`config.mk`:
```
export PLATFORM = sky130hd
export DESIGN_NAME = agc_servo
export DESIGN_NICKNAME = d
export VERILOG_FILES = /design/src/rtl/agc_servo.sv
export SDC_FILE = /design/constraint.sdc
export NUM_CORES = 1
export LEC_CHECK = 0
export BUFFER_PORTS_ARGS = -buffer_cell sky130_fd_sc_hd__clkbuf_2
export CAP_MARGIN = 40
export CORE_MARGIN = 2
export CORE_UTILIZATION = 40
export CTS_CLUSTER_DIAMETER = 50
export DETAILED_ROUTE_END_ITERATION = 10
export PLACE_DENSITY = 0.55
export SYNTH_ARGS = -nofsm -noshare
export SYNTH_HDL_FRONTEND = slang
export SYNTH_SLANG_ARGS = --single-unit
```
`constraint.sdc`:
```
create_clock -name clk_i -period 6.3 [get_ports clk_i]
set_input_delay 0.315 -clock clk_i [delete_from_list [all_inputs] [get_ports clk_i]]
set_output_delay 0.315 -clock clk_i [all_outputs]
set_load 0.02 [all_outputs]
```
`src/rtl/agc_servo.sv`:
```
// Closed-loop AGC servo: counts dsp gt/lt flags over a sample window and trims
// scale (RMS) and offset (DC), loading them through the dsp's two-stage coefficient path.
module agc_servo #(
  parameter int unsigned           WINDOW_LOG2  = 16,
  parameter int unsigned           TARGET_COUNT = 1024,
  parameter int unsigned           DEADBAND     = 64,
  parameter logic [16:0]           SCALE_INIT   = 17'h01000,
  parameter int unsigned           SCALE_STEP   = 16,
  parameter logic [16:0]           SCALE_MIN    = 17'h00100,
  parameter int unsigned           OFFSET_BITS  = 16,
  parameter int unsigned           OFFSET_STEP  = 16,
  parameter logic [OFFSET_BITS-1:0] OFFSET_LIMIT = 'h7F00
) (
  input  logic                   clk_i,
  input  logic                   rstn_i,
  input  logic                   enable_i,
  input  logic                   valid_i,
  input  logic                   gt_i,
  input  logic                   lt_i,
  input  logic                   man_load_i,
  input  logic [16:0]            man_scale_i,
  input  logic [OFFSET_BITS-1:0] man_offset_i,
  output logic [16:0]            scale_o,
  output logic [OFFSET_BITS-1:0] offset_o,
  output logic                   ce_scale_o,
  output logic                   ce_offset_o,
  output logic                   apply_o,
  output logic                   dsp_en_o,
  output logic                   update_o
);

  localparam int unsigned CW = WINDOW_LOG2 + 1;
  localparam logic [CW-1:0] LAST_SAMPLE = CW'(2**WINDOW_LOG2 - 1);
  localparam logic [16:0] SCALE_MAX = 17'h1FFFF;

  typedef enum logic [2:0] {
    S_IDLE,
    S_LOAD,
    S_APPLY,
    S_ACCUM,
    S_COMPUTE
  } state_e;

  state_e                 state_q;
  logic [16:0]            scale_q, scale_d;
  logic [OFFSET_BITS-1:0] offset_q, offset_d;
  logic [CW-1:0]          sample_cnt_q, gt_cnt_q, lt_cnt_q;
  logic                   ce_q, apply_q, dsp_en_q;

  logic [31:0] gt_w, lt_w, total_w, scale_w;
  int          off_w, off_n, lim;

  // Next coefficients from the finished window; only committed in COMPUTE.
  always_comb begin
    gt_w     = 32'(gt_cnt_q);
    lt_w     = 32'(lt_cnt_q);
    total_w  = gt_w + lt_w;
    scale_w  = 32'(scale_q);
    scale_d  = scale_q;
    off_w    = int'($signed(offset_q));
    lim      = int'(OFFSET_LIMIT);
    off_n    = off_w;

    if (total_w > TARGET_COUNT + DEADBAND) begin
      if (scale_w < 32'(SCALE_MIN) + SCALE_STEP) scale_d = SCALE_MIN;
      else                                       scale_d = 17'(scale_w - SCALE_STEP);
    end else if (total_w + DEADBAND < TARGET_COUNT) begin
      if (scale_w + SCALE_STEP > 32'(SCALE_MAX)) scale_d = SCALE_MAX;
      else                                       scale_d = 17'(scale_w + SCALE_STEP);
    end

    if (gt_w > lt_w + DEADBAND)      off_n = off_w - int'(OFFSET_STEP);
    else if (lt_w > gt_w + DEADBAND) off_n = off_w + int'(OFFSET_STEP);

    if (off_n > lim)       off_n = lim;
    else if (off_n < -lim) off_n = -lim;
    offset_d = OFFSET_BITS'(off_n);
  end

  always_ff @(posedge clk_i or negedge rstn_i) begin
    if (!rstn_i) begin
      state_q      <= S_IDLE;
      scale_q      <= SCALE_INIT;
      offset_q     <= '0;
      sample_cnt_q <= '0;
      gt_cnt_q     <= '0;
      lt_cnt_q     <= '0;
      ce_q         <= 1'b0;
      apply_q      <= 1'b0;
      dsp_en_q     <= 1'b0;
    end else begin
      ce_q    <= 1'b0;
      apply_q <= 1'b0;
      if (!enable_i) begin
        state_q      <= S_IDLE;
        sample_cnt_q <= '0;
        gt_cnt_q     <= '0;
        lt_cnt_q     <= '0;
      end else if (man_load_i) begin
        scale_q      <= man_scale_i;
        offset_q     <= man_offset_i;
        state_q      <= S_LOAD;
        ce_q         <= 1'b1;
        sample_cnt_q <= '0;
        gt_cnt_q     <= '0;
        lt_cnt_q     <= '0;
      end else begin
        unique case (state_q)
          S_IDLE: begin
            state_q <= S_LOAD;
            ce_q    <= 1'b1;
          end
          S_LOAD: begin
            state_q <= S_APPLY;
            apply_q <= 1'b1;
          end
          S_APPLY: begin
            state_q      <= S_ACCUM;
            dsp_en_q     <= 1'b1;
            sample_cnt_q <= '0;
            gt_cnt_q     <= '0;
            lt_cnt_q     <= '0;
          end
          S_ACCUM: begin
            if (valid_i) begin
              sample_cnt_q <= sample_cnt_q + 1'b1;
              gt_cnt_q     <= gt_cnt_q + CW'(gt_i);
              lt_cnt_q     <= lt_cnt_q + CW'(lt_i);
              if (sample_cnt_q == LAST_SAMPLE) state_q <= S_COMPUTE;
            end
          end
          S_COMPUTE: begin
            scale_q  <= scale_d;
            offset_q <= offset_d;
            state_q  <= S_LOAD;
            ce_q     <= 1'b1;
          end
          default: state_q <= S_IDLE;
        endcase
      end
    end
  end

  assign scale_o     = scale_q;
  assign offset_o    = offset_q;
  assign ce_scale_o  = ce_q;
  assign ce_offset_o = ce_q;
  assign apply_o     = apply_q;
  assign update_o    = apply_q;
  assign dsp_en_o    = dsp_en_q;

endmodule

```
# After elaboration in Yosys (flattened, before gate mapping)
# Cells that the tools add are included.
[word_totals]
out_inout_bits = 38
word_cells = 81
inputBits = 40
reg_bits = 90
[op_classes]
n_bitwise = 1
magnitude_cmp = 8
add_sub_neg = 11
n_reduce_logical = 9
n_mux = 35
eq_ne = 8
[op_table]
columns = ["op", "n"]
rows = [
  ["2-to-1 mux 17 bit", 15],
  ["case mux 17 bit (2 select lines)", 3],
  ["2-to-1 mux 16 bit", 4],
  ["2-to-1 mux 32 bit", 2],
  ["adder 17 x 7 -> 18 bit, second input constant", 2],
  ["> comparator 17 x 18 -> 1 bit", 2],
  ["adder 17 x 1 -> 17 bit", 2],
  ["> comparator 32 x 16 -> 1 bit, second input constant", 1],
  ["> comparator 32 x 17 -> 1 bit, second input constant", 1],
  ["< comparator 32 x 16 -> 1 bit, second input constant", 1],
  ["adder 18 x 7 -> 19 bit, second input constant", 1],
  ["< comparator 19 x 11 -> 1 bit, second input constant", 1],
  ["adder 17 x 17 -> 18 bit", 1],
  ["adder 17 x 5 -> 18 bit, second input constant", 1],
  ["> comparator 18 x 11 -> 1 bit, second input constant", 1],
  ["adder 16 x 6 -> 17 bit, second input constant", 1],
  ["adder 17 x 1 -> 17 bit, second input constant", 1],
  ["== test 17 x 16 -> 1 bit, second input constant", 1],
  ["< comparator 17 x 9 -> 1 bit, second input constant", 1],
  ["subtractor 16 x 6 -> 17 bit, second input constant", 1],
  ["subtractor 17 x 5 -> 17 bit, second input constant", 1],
  ["2-to-1 mux 3 bit", 4],
  ["case mux 3 bit (4 select lines)", 1],
  ["!= test 4 bit, second input constant", 2],
  ["other kinds (12)", 21],
]

# Longest topological paths before layout
# Gate-level depths: netlist (run 1).
[depth]
word_depth = 9
depth_mapped = 19
depth_no_buf = 18

# Least setup slack after synthesis (run 1)
# Ideal clock, no wire load.
[synth_path]
path_kind = "register to register"
start = "register lt_cnt_q[7]"
end = "register offset_q[0], in the netlist offset_o[0]"
path_slack_ns = 1.881
t_arrival_ns = 4.297
setup_ns = 0.122
period_less_slack_ns = 4.419
stages_incl_launch_ff = 19
cell_sequence = "dfrtp_1 ha_1 and3_1 and3_1 and3_1 nand3_1 xor2_1 ha_1 nand3_1 or2_2 o32ai_2 nor2_2 buf_2 o41ai_1 xnor2_1 nand3_1 o31ai_4 o21ai_2 a32o_1"
[synth_via]
elab_chain_len = 8
elab_cells_between_ends = 11
cone_classes = "add/sub (1); order compare (4); mux (6)"
[synth_rtl]
columns = ["item", "line_no", "text"]
rows = [
  ["start: declaration", "47", "logic [CW-1:0] sample_cnt_q, gt_cnt_q, lt_cnt_q;"],
  ["start signal: assignment", "128", "lt_cnt_q <= lt_cnt_q + CW'(lt_i);"],
  ["adder 17 x 7 -> 18 bit / > comparator 17 x 18 -> 1 bit (equally long branches)", "72, 73", ""],
  ["> comparator 17 x 18 -> 1 bit / 2-to-1 mux 32 bit (equally long branches)", "72, 73", ""],
  ["2-to-1 mux 32 bit *", "72", "if (gt_w > lt_w + DEADBAND) off_n = off_w - int'(OFFSET_STEP);"],
  ["< comparator 32 x 16 -> 1 bit", "76", "else if (off_n < -lim) off_n = -lim;"],
  ["2-to-1 mux 16 bit", "76", ""],
  ["2-to-1 mux 16 bit *", "75", "if (off_n > lim) off_n = lim;"],
  ["2-to-1 mux 16 bit *", "108", "unique case (state_q)"],
  ["2-to-1 mux 16 bit *", "99", "end else if (man_load_i) begin"],
  ["end signal: assignment", "101", "offset_q <= man_offset_i;"],
  ["end signal: assignment", "134", "offset_q <= offset_d;"],
  ["end: declaration", "46", "logic [OFFSET_BITS-1:0] offset_q, offset_d;"],
]
# Every way passes the cells marked *; elsewhere a longest branch is shown, timed or not. The select of a mux whose other input is x is not followed.
# A chain may end at the register's enable or synchronous reset.

# Final worst setup path (run 1)
[layout_path]
start = "register lt_cnt_q[7]"
end = "register offset_q[2], in the netlist offset_o[2]"
# The elaborated chain is that of the path after synthesis.

==> results of run 1 <==
cell usage in the layout (no fill, tap or decap), drive strengths merged, types with 13 or more instances in the layout:
cell,netlist,layout
nor3,27,27
nand2,85,85
o21ai,53,53
dfrtp,89,89
xor2,33,33
a21o,15,15
ha,61,61
nand3,50,50
clkbuf,24,85
inv,42,46
nand4,22,22
xnor2,38,38
a31oi,13,13
nor2,115,115
and3,22,22
a21oi,58,58
power by group:
group	total, mW	internal, mW	switching [mW]
Clock	0.611	0.356	0.255
Combinational	0.354	0.129	0.224
Sequential	0.698	0.620	0.0776
Total	1.66	1.11	0.557
critical path, cell delays in order (launching register included):
cell and delay, ns:
dfrtp_1 0.45, ha_1 0.24, and3_1 0.22, and3_1 0.22, and3_1 0.25, nand3_1 0.12
xor2_1 0.17, ha_1 0.32, nand3_1 0.13, or2_2 0.35, nor2_1 0.14, a311oi_1 0.14
nor2_2 0.70, o41ai_2 0.19, xor2_1 0.32, nand3_1 0.21, o31ai_4 0.45, o21ai_2 0.16
a32o_1 0.25
layout make-up:
cell class / count / area, um2 / area share
repair buffers: 86 / 478 / 0.0551
clock inverters: 7 / 106 / 0.0123
multi-input cells: 767 / 5130 / 0.591
inverters: 42 / 158 / 0.0182
clock buffers: 9 / 225 / 0.0259
flip-flops and latches: 90 / 2250 / 0.260
well taps: 265 / 332 / 0.0382
stage by stage:
step	setup slack [ns]	hold WS [ns]	total power [mW]	cells	utilization
after CTS	1.17	0.215	1.68	1266	0.449
after global placement	1.32	0.275	1.06	1247	0.429
after floorplan	1.88	0.0194	0.935	941	-
after global routing	0.737	0.211	1.76	1266	0.449
after detailed placement	1.23	0.278	1.06	1249	0.431
final	1.13	0.224	1.66	1266	0.449
per-layer routing:
metal | wire [um] | vias to the layer above | global-route usage | share of wire
met5 | 0 | - | 0 | 0
met4 | 397 | 0 | 0.0599 | 0.019
met3 | 946 | 33 | 0.0323 | 0.045
met2 | 9260 | 161 | 0.316 | 0.44
met1 | 10300 | 3323 | 0.308 | 0.49
li1 | - | 3507 | - | -
sequential cells by signal, summed over array words and instances, names as in the netlist:
name and cells:
apply_o 1, lt_cnt_q 17, gt_cnt_q 17, offset_o 16, ce_offset_o 1, dsp_en_o 1, sample_cnt_q 17, state_q 3
scale_o 17
how the worst max path moves through the flow:
stage	end	slack, ns
6_report	offset_o[2]$_DFFE_PN0P_	1.13
5_1_grt	offset_o[1]$_DFFE_PN0P_	0.74
4_1_cts	offset_o[2]$_DFFE_PN0P_	1.17
3_5_place_dp	offset_o[2]$_DFFE_PN0P_	1.23
3_3_place_gp	offset_o[3]$_DFFE_PN0P_	1.32
2_1_floorplan	offset_o[0]$_DFFE_PN0P_	1.88
logic make-up after synthesis:
family                   count (synthesis)  share of synthesized area
AO/OA/AOI/OAI                          233                      0.214
XOR/XNOR                                71                     0.0796
adder cells (fa/ha/maj)                 62                      0.100
buffers and inverters                   84                     0.0567
flip-flops                              90                      0.288
multiplexers                            13                     0.0176
AND/OR/NAND/NOR                        388                      0.243
==> flow_summary_export.csv, run 1 <==
group,metric,value,unit
critical_path,crit_type,"register to register",
floorplanning,start_util,0.404,
detailed_routing,drt_iter0_drc,430,
global_route,gr-usage-all-layers,0.209,
final_layout,final_area,8680,um2
timing,rsz0062_at_grt,"false",
critical_path,r2r-start,"lt_cnt_q[7]$_DFFE_PN0P_",
synth,ys_types,92,
timing,worst_pin_slew,0.844,ns
final_layout,antenna_cells,0,
run_status,status,"finished clean",
synth,yosys-top-cells-count,"nor2_1, dfrtp_1, nand2_1",
floorplanning,die_w,144,um
detailed_routing,detail-route-antenna-nets,0,
critical_path,rrSetupSlack,1.13,ns
job,max_cap_viol_count,0,
global_route,grt_pass1_vias,6519,
timing,max_slew_margin,0.433,
floorplanning,fp.dieH,144,um
synth,async_reset_ff_frac,1.00,
clocking,cts.sinks,90,
detailed_routing,num_vias,7024,
timing,final.setup_skew,0.0103,ns
critical_path,critical_path_arrival,5.41,ns
placed_design,gp_congestion,0.890,
floorplanning,pin_count,78,
synth,syn_area,7810,um2
clocking,postCtsSetupBuffers,0,
critical_path,crit_fanout,19,
timing,fin_setup_tns,0,ns
global_route,grt_max_degree,60,
floorplanning,coreArea,19300,um2
clocking,clockBufferDepth,2,
clocking,cts-resized-gates,0,
timing,fmax,194,MHz
synth,synth_area_leaders,"dfrtp_1, ha_1, nor2_1",
synth,avgSynthCellArea,8.30,um2
synth,ys_ff_latch,90,
critical_path,critPathLaunch,"lt_cnt_q[7]$_DFFE_PN0P_",
timing,period_minus_slack,5.17,ns
synth,yosysTopAreaCellShare,0.285,
placed_design,dp_hpwl,15800,um
clocking,clk_root_buffer_cell,"clkbuf_16",
critical_path,critPathLaunchType,"register",
placed_design,placedInstanceArea,8340,um2
pwr,power.density,192,nW/um2
final_layout,final_nets,1098,
synth,synth.most_common_cell,"nor2_1",
global_route,grt_pass1_wl,34400,um
detailed_routing,vias_per_cell,5.55,
synth,yosysTopAreaCell,"dfrtp_1",
timing,finalSetupViolCount,0,
synth,synth_cells,941,
clocking,cts_tree,"done",
hold_path,hold_class,"input pin to register",
final_layout,drive_above_1_share,0.148,
synth,synth_edf_count,0,
pwr,p_leak,3.76,nW
timing,fin_crit_sh,0.820,
global_route,antenna_found_initial,0,
floorplanning,rows,51,
critical_path,r2r-end,"offset_o[2]$_DFFE_PN0P_",
clocking,clock_latency,0.35,ns
detailed_routing,wl,20900,um
hold_path,hold_depth,2,
clocking,htree_levels,3,
hold_path,hold_end,"offset_o[3]$_DFFE_PN0P_",
floorplanning,die_area,20700,um2
global_route,overflow,0,
detailed_routing,wire_per_inst,16.5,um
synth,ys_seq_area_frac,0.288,
final_layout,syn_to_final_growth,11.1,%
clocking,clk_pin_slew_worst_paths,0.07,ns
timing,hold_viol,0,
clocking,cts-buffers-inserted,9,
hold_path,hold_start,"man_offset_i[3]",
final_layout,fillers,1970,
pwr,ir_drop,0.125,mV
placed_design,io_buffers,77,
critical_path,crit_path_end_kind,"register",
synth,ys_dominant_reg_cell,"dfrtp_1",
critical_path,critPathRequiredTime,6.54,ns
clocking,hold_buffers,1,
detailed_routing,dr.pass1.iters,5,
detailed_routing,drcViolationCount,0,
timing,drv_slew,0,
synth,ys_warn_count,0,
critical_path,r2r_cells,18,
synth,syn-num-nets,1043,
(Power assumes the default switching activity.)
==> inputs of run 2 (changes only) <==
--- a/config.mk
+++ b/config.mk
@@ -11,7 +11,7 @@
 export CORE_UTILIZATION = 40
 export CTS_CLUSTER_DIAMETER = 50
 export DETAILED_ROUTE_END_ITERATION = 10
-export PLACE_DENSITY = 0.55
+export PLACE_DENSITY = 0.57
 export SYNTH_ARGS = -nofsm -noshare
 export SYNTH_HDL_FRONTEND = slang
 export SYNTH_SLANG_ARGS = --single-unit
==> constraint.sdc (replaced) <==
create_clock -name clk_i -period 4.59 [get_ports clk_i]
set_input_delay 0.2295 -clock clk_i [delete_from_list [all_inputs] [get_ports clk_i]]
set_output_delay 0.2295 -clock clk_i [all_outputs]
set_load 0.02 [all_outputs]
==> run 2 against run 1 <==
- design area increased by 6.6%
- sequential share of layout area decreased by 1.6 points
- clock skew increased by 0.0048 ns
- die area unchanged
- critical path depth increased by 1
- routed wire length increased by 6.2%
- core utilization increased by 2.9 points
- via count increased by 3.8%
- cell count increased by 4.2%
- combinational power increased by 47%
- highest routed layer unchanged
==> flow_summary_export.csv, run 2 (synthesis gave the netlist of run 1 again) <==
group,metric,value,unit
pwr,combPwrFrac,0.231,
placed_design,io_buffers,77,
detailed_routing,detail-route-antenna-nets,0,
floorplanning,coreArea,19300,um2
clocking,clockBufferDepth,2,
critical_path,rrSetupSlack,0.1,ns
final_layout,final_area,9250,um2
detailed_routing,dr.pass1.iters,5,
clocking,cts-buffers-inserted,9,
detailed_routing,vias_per_cell,5.53,
hold_path,hold_depth,2,
critical_path,crit_path_end_kind,"register",
timing,final.setup_skew,0.0152,ns
critical_path,critPathLaunchType,"register",
critical_path,cpMaxStageDelayCell,"a311oi_4",
detailed_routing,drcViolationCount,0,
timing,drv_slew,0,
pwr,pwr-share-clk,0.342,
global_route,grt_pass1_vias,6820,
final_layout,final_nets,1151,
critical_path,critical_path_arrival,4.75,ns
pwr,ir_drop,0.190,mV
global_route,overflow,0,
global_route,grt_max_degree,45,
clocking,clk_pin_slew_worst_paths,0.08,ns
critical_path,critPathLaunch,"lt_cnt_q[7]$_DFFE_PN0P_",
timing,finalSetupViolCount,0,
timing,worst_pin_slew,0.934,ns
floorplanning,die_area,20700,um2
critical_path,cp_cell_sequence,"ha_2, and3_4, and3_4, and3_4, nand3_2, xor2_1, ha_1, a21oi_2, o211ai_1, a31o_2, a311oi_4, nor2_4, buf_4, o32ai_2, xor2_2, nand4_1, o31ai_4, o21ai_4, a32o_1",
placed_design,placedInstanceArea,8670,um2
hold_path,hold_start,"man_offset_i[3]",
hold_path,hold_class,"input pin to register",
critical_path,critPathRequiredTime,4.85,ns
critical_path,r2r_cells,19,
critical_path,r2r-end,"offset_o[3]$_DFFE_PN0P_",
floorplanning,die_w,144,um
final_layout,layout_common_cells,"nor2_1, dfrtp_1, nand2_1, clkbuf_2, ha_1",
pwr,power.density,244,nW/um2
global_route,grt_pass1_wl,35600,um
detailed_routing,wl,22200,um
final_layout,post-route-util,0.478,
floorplanning,start_util,0.404,
clocking,clk_root_buffer_cell,"clkbuf_16",
timing,fin_crit_sh,0.979,
critical_path,crit_type,"register to register",
pwr,switching_share,0.346,
hold_path,hold_end,"offset_o[3]$_DFFE_PN0P_",
timing,fin_setup_tns,0,ns
critical_path,crit_fanout,7,
timing,period_minus_slack,4.49,ns
critical_path,r2r-start,"lt_cnt_q[7]$_DFFE_PN0P_",
global_route,antenna_found_initial,0,
pwr,p_int,1.47,mW
detailed_routing,num_vias,7289,
pwr,p_switching,0.779,mW
final_layout,drive_above_1_share,0.213,
detailed_routing,drt_iter0_drc,513,
critical_path,cp_common_cell,"and3_4",
floorplanning,fp.dieH,144,um
detailed_routing,wire_per_inst,16.8,um
timing,hold_viol,0,
clocking,clock_latency,0.36,ns
global_route,gr-usage-all-layers,0.216,
placed_design,gp_congestion,0.914,
job,max_cap_viol_count,0,
pwr,sequentialPowerShare,0.427,
clocking,cts_tree,"done",
timing,max_slew_margin,0.375,
floorplanning,pin_count,78,
placed_design,dp_hpwl,16500,um
final_layout,final_common_cell,"nor2_1",
floorplanning,rows,51,
final_layout,antenna_cells,0,
pwr,p_leak,4.06,nW
final_layout,syn_to_final_growth,18.4,%
run_status,status,"finished clean",
timing,fmax,223,MHz
clocking,htree_levels,3,
clocking,cts.sinks,90,
critical_path,critPathMaxStageDelay,0.39,ns
run 2: per-layer routing:
metal / global-route usage / routed length (um) / vias to the layer above
met5: 0 / 0 / -
met4: 0.0609 / 388 / 0
met3: 0.0270 / 903 / 25
met2: 0.327 / 9940 / 162
met1: 0.324 / 11000 / 3485
li1: - / - / 3617
run 2: power by group through the flow:
stage	Sequential (mW)	Clock [mW]	Combinational, mW
6_report	0.962	0.771	0.521
5_1_grt	0.974	0.815	0.574
4_1_cts	0.956	0.791	0.503
3_5_place_dp	0.971	0	0.500
3_3_place_gp	0.971	0	0.493
2_1_floorplan	0.992	0	0.291
run 2: cell type report:
cell class	count	area (um2)
Clock inverter	5	62.6
Tap cell	265	332
Multi-Input combinational cell	768	5330
Clock buffer	11	233
Inverter	42	158
Sequential cell	90	2250
Fill cell	1889	10100
Timing Repair Buffer	138	885
run 2: repair_timing:
action	CTS	global route
pin swaps	0	20
resized for setup	2	36
endpoints found under the setup margin	9	19
hold endpoints to repair	19	0
hold buffers	1	0
setup buffers	0	10
gates cloned	0	1
run 2: metrics by stage:
step | power (mW) | worst slack [ns] | hold WS [ns] | std cells
after floorplan | 1.28 | 0.171 | -0.0661 | 941
after global placement | 1.46 | 0.0685 | 0.399 | 1288
after CTS | 2.25 | 0.103 | 0.116 | 1308
final | 2.25 | 0.0956 | 0.122 | 1319
after detailed placement | 1.47 | -0.0470 | 0.150 | 1291
after global routing | 2.36 | -0.110 | 0.142 | 1319
run 2: worst max-delay path, delay by kind of cell (launching register included):
| kind | cells | cell delay [ns] |
|---|---|---|
| buffers and inverters | 1 | 0.16 |
| AO/OA/AOI/OAI | 8 | 1.96 |
| flip-flops | 1 | 0.35 |
| AND/OR/NAND/NOR | 6 | 0.98 |
| XOR/XNOR | 2 | 0.41 |
| adder cells (fa/ha/maj) | 2 | 0.53 |
run 2: how the worst max path moves through the flow:
| stage | end | slack, ns | cells after the start |
|---|---|---|---|
| after global placement | offset_o[3]$_DFFE_PN0P_ | 0.07 | 18 |
| after global routing | offset_o[3]$_DFFE_PN0P_ | -0.11 | 19 |
| final | offset_o[3]$_DFFE_PN0P_ | 0.1 | 19 |
| after detailed placement | offset_o[9]$_DFFE_PN0P_ | -0.05 | 20 |
| after CTS | offset_o[14]$_DFFE_PN0P_ | 0.10 | 19 |
| after floorplan | offset_o[0]$_DFFE_PN0P_ | 0.17 | 18 |
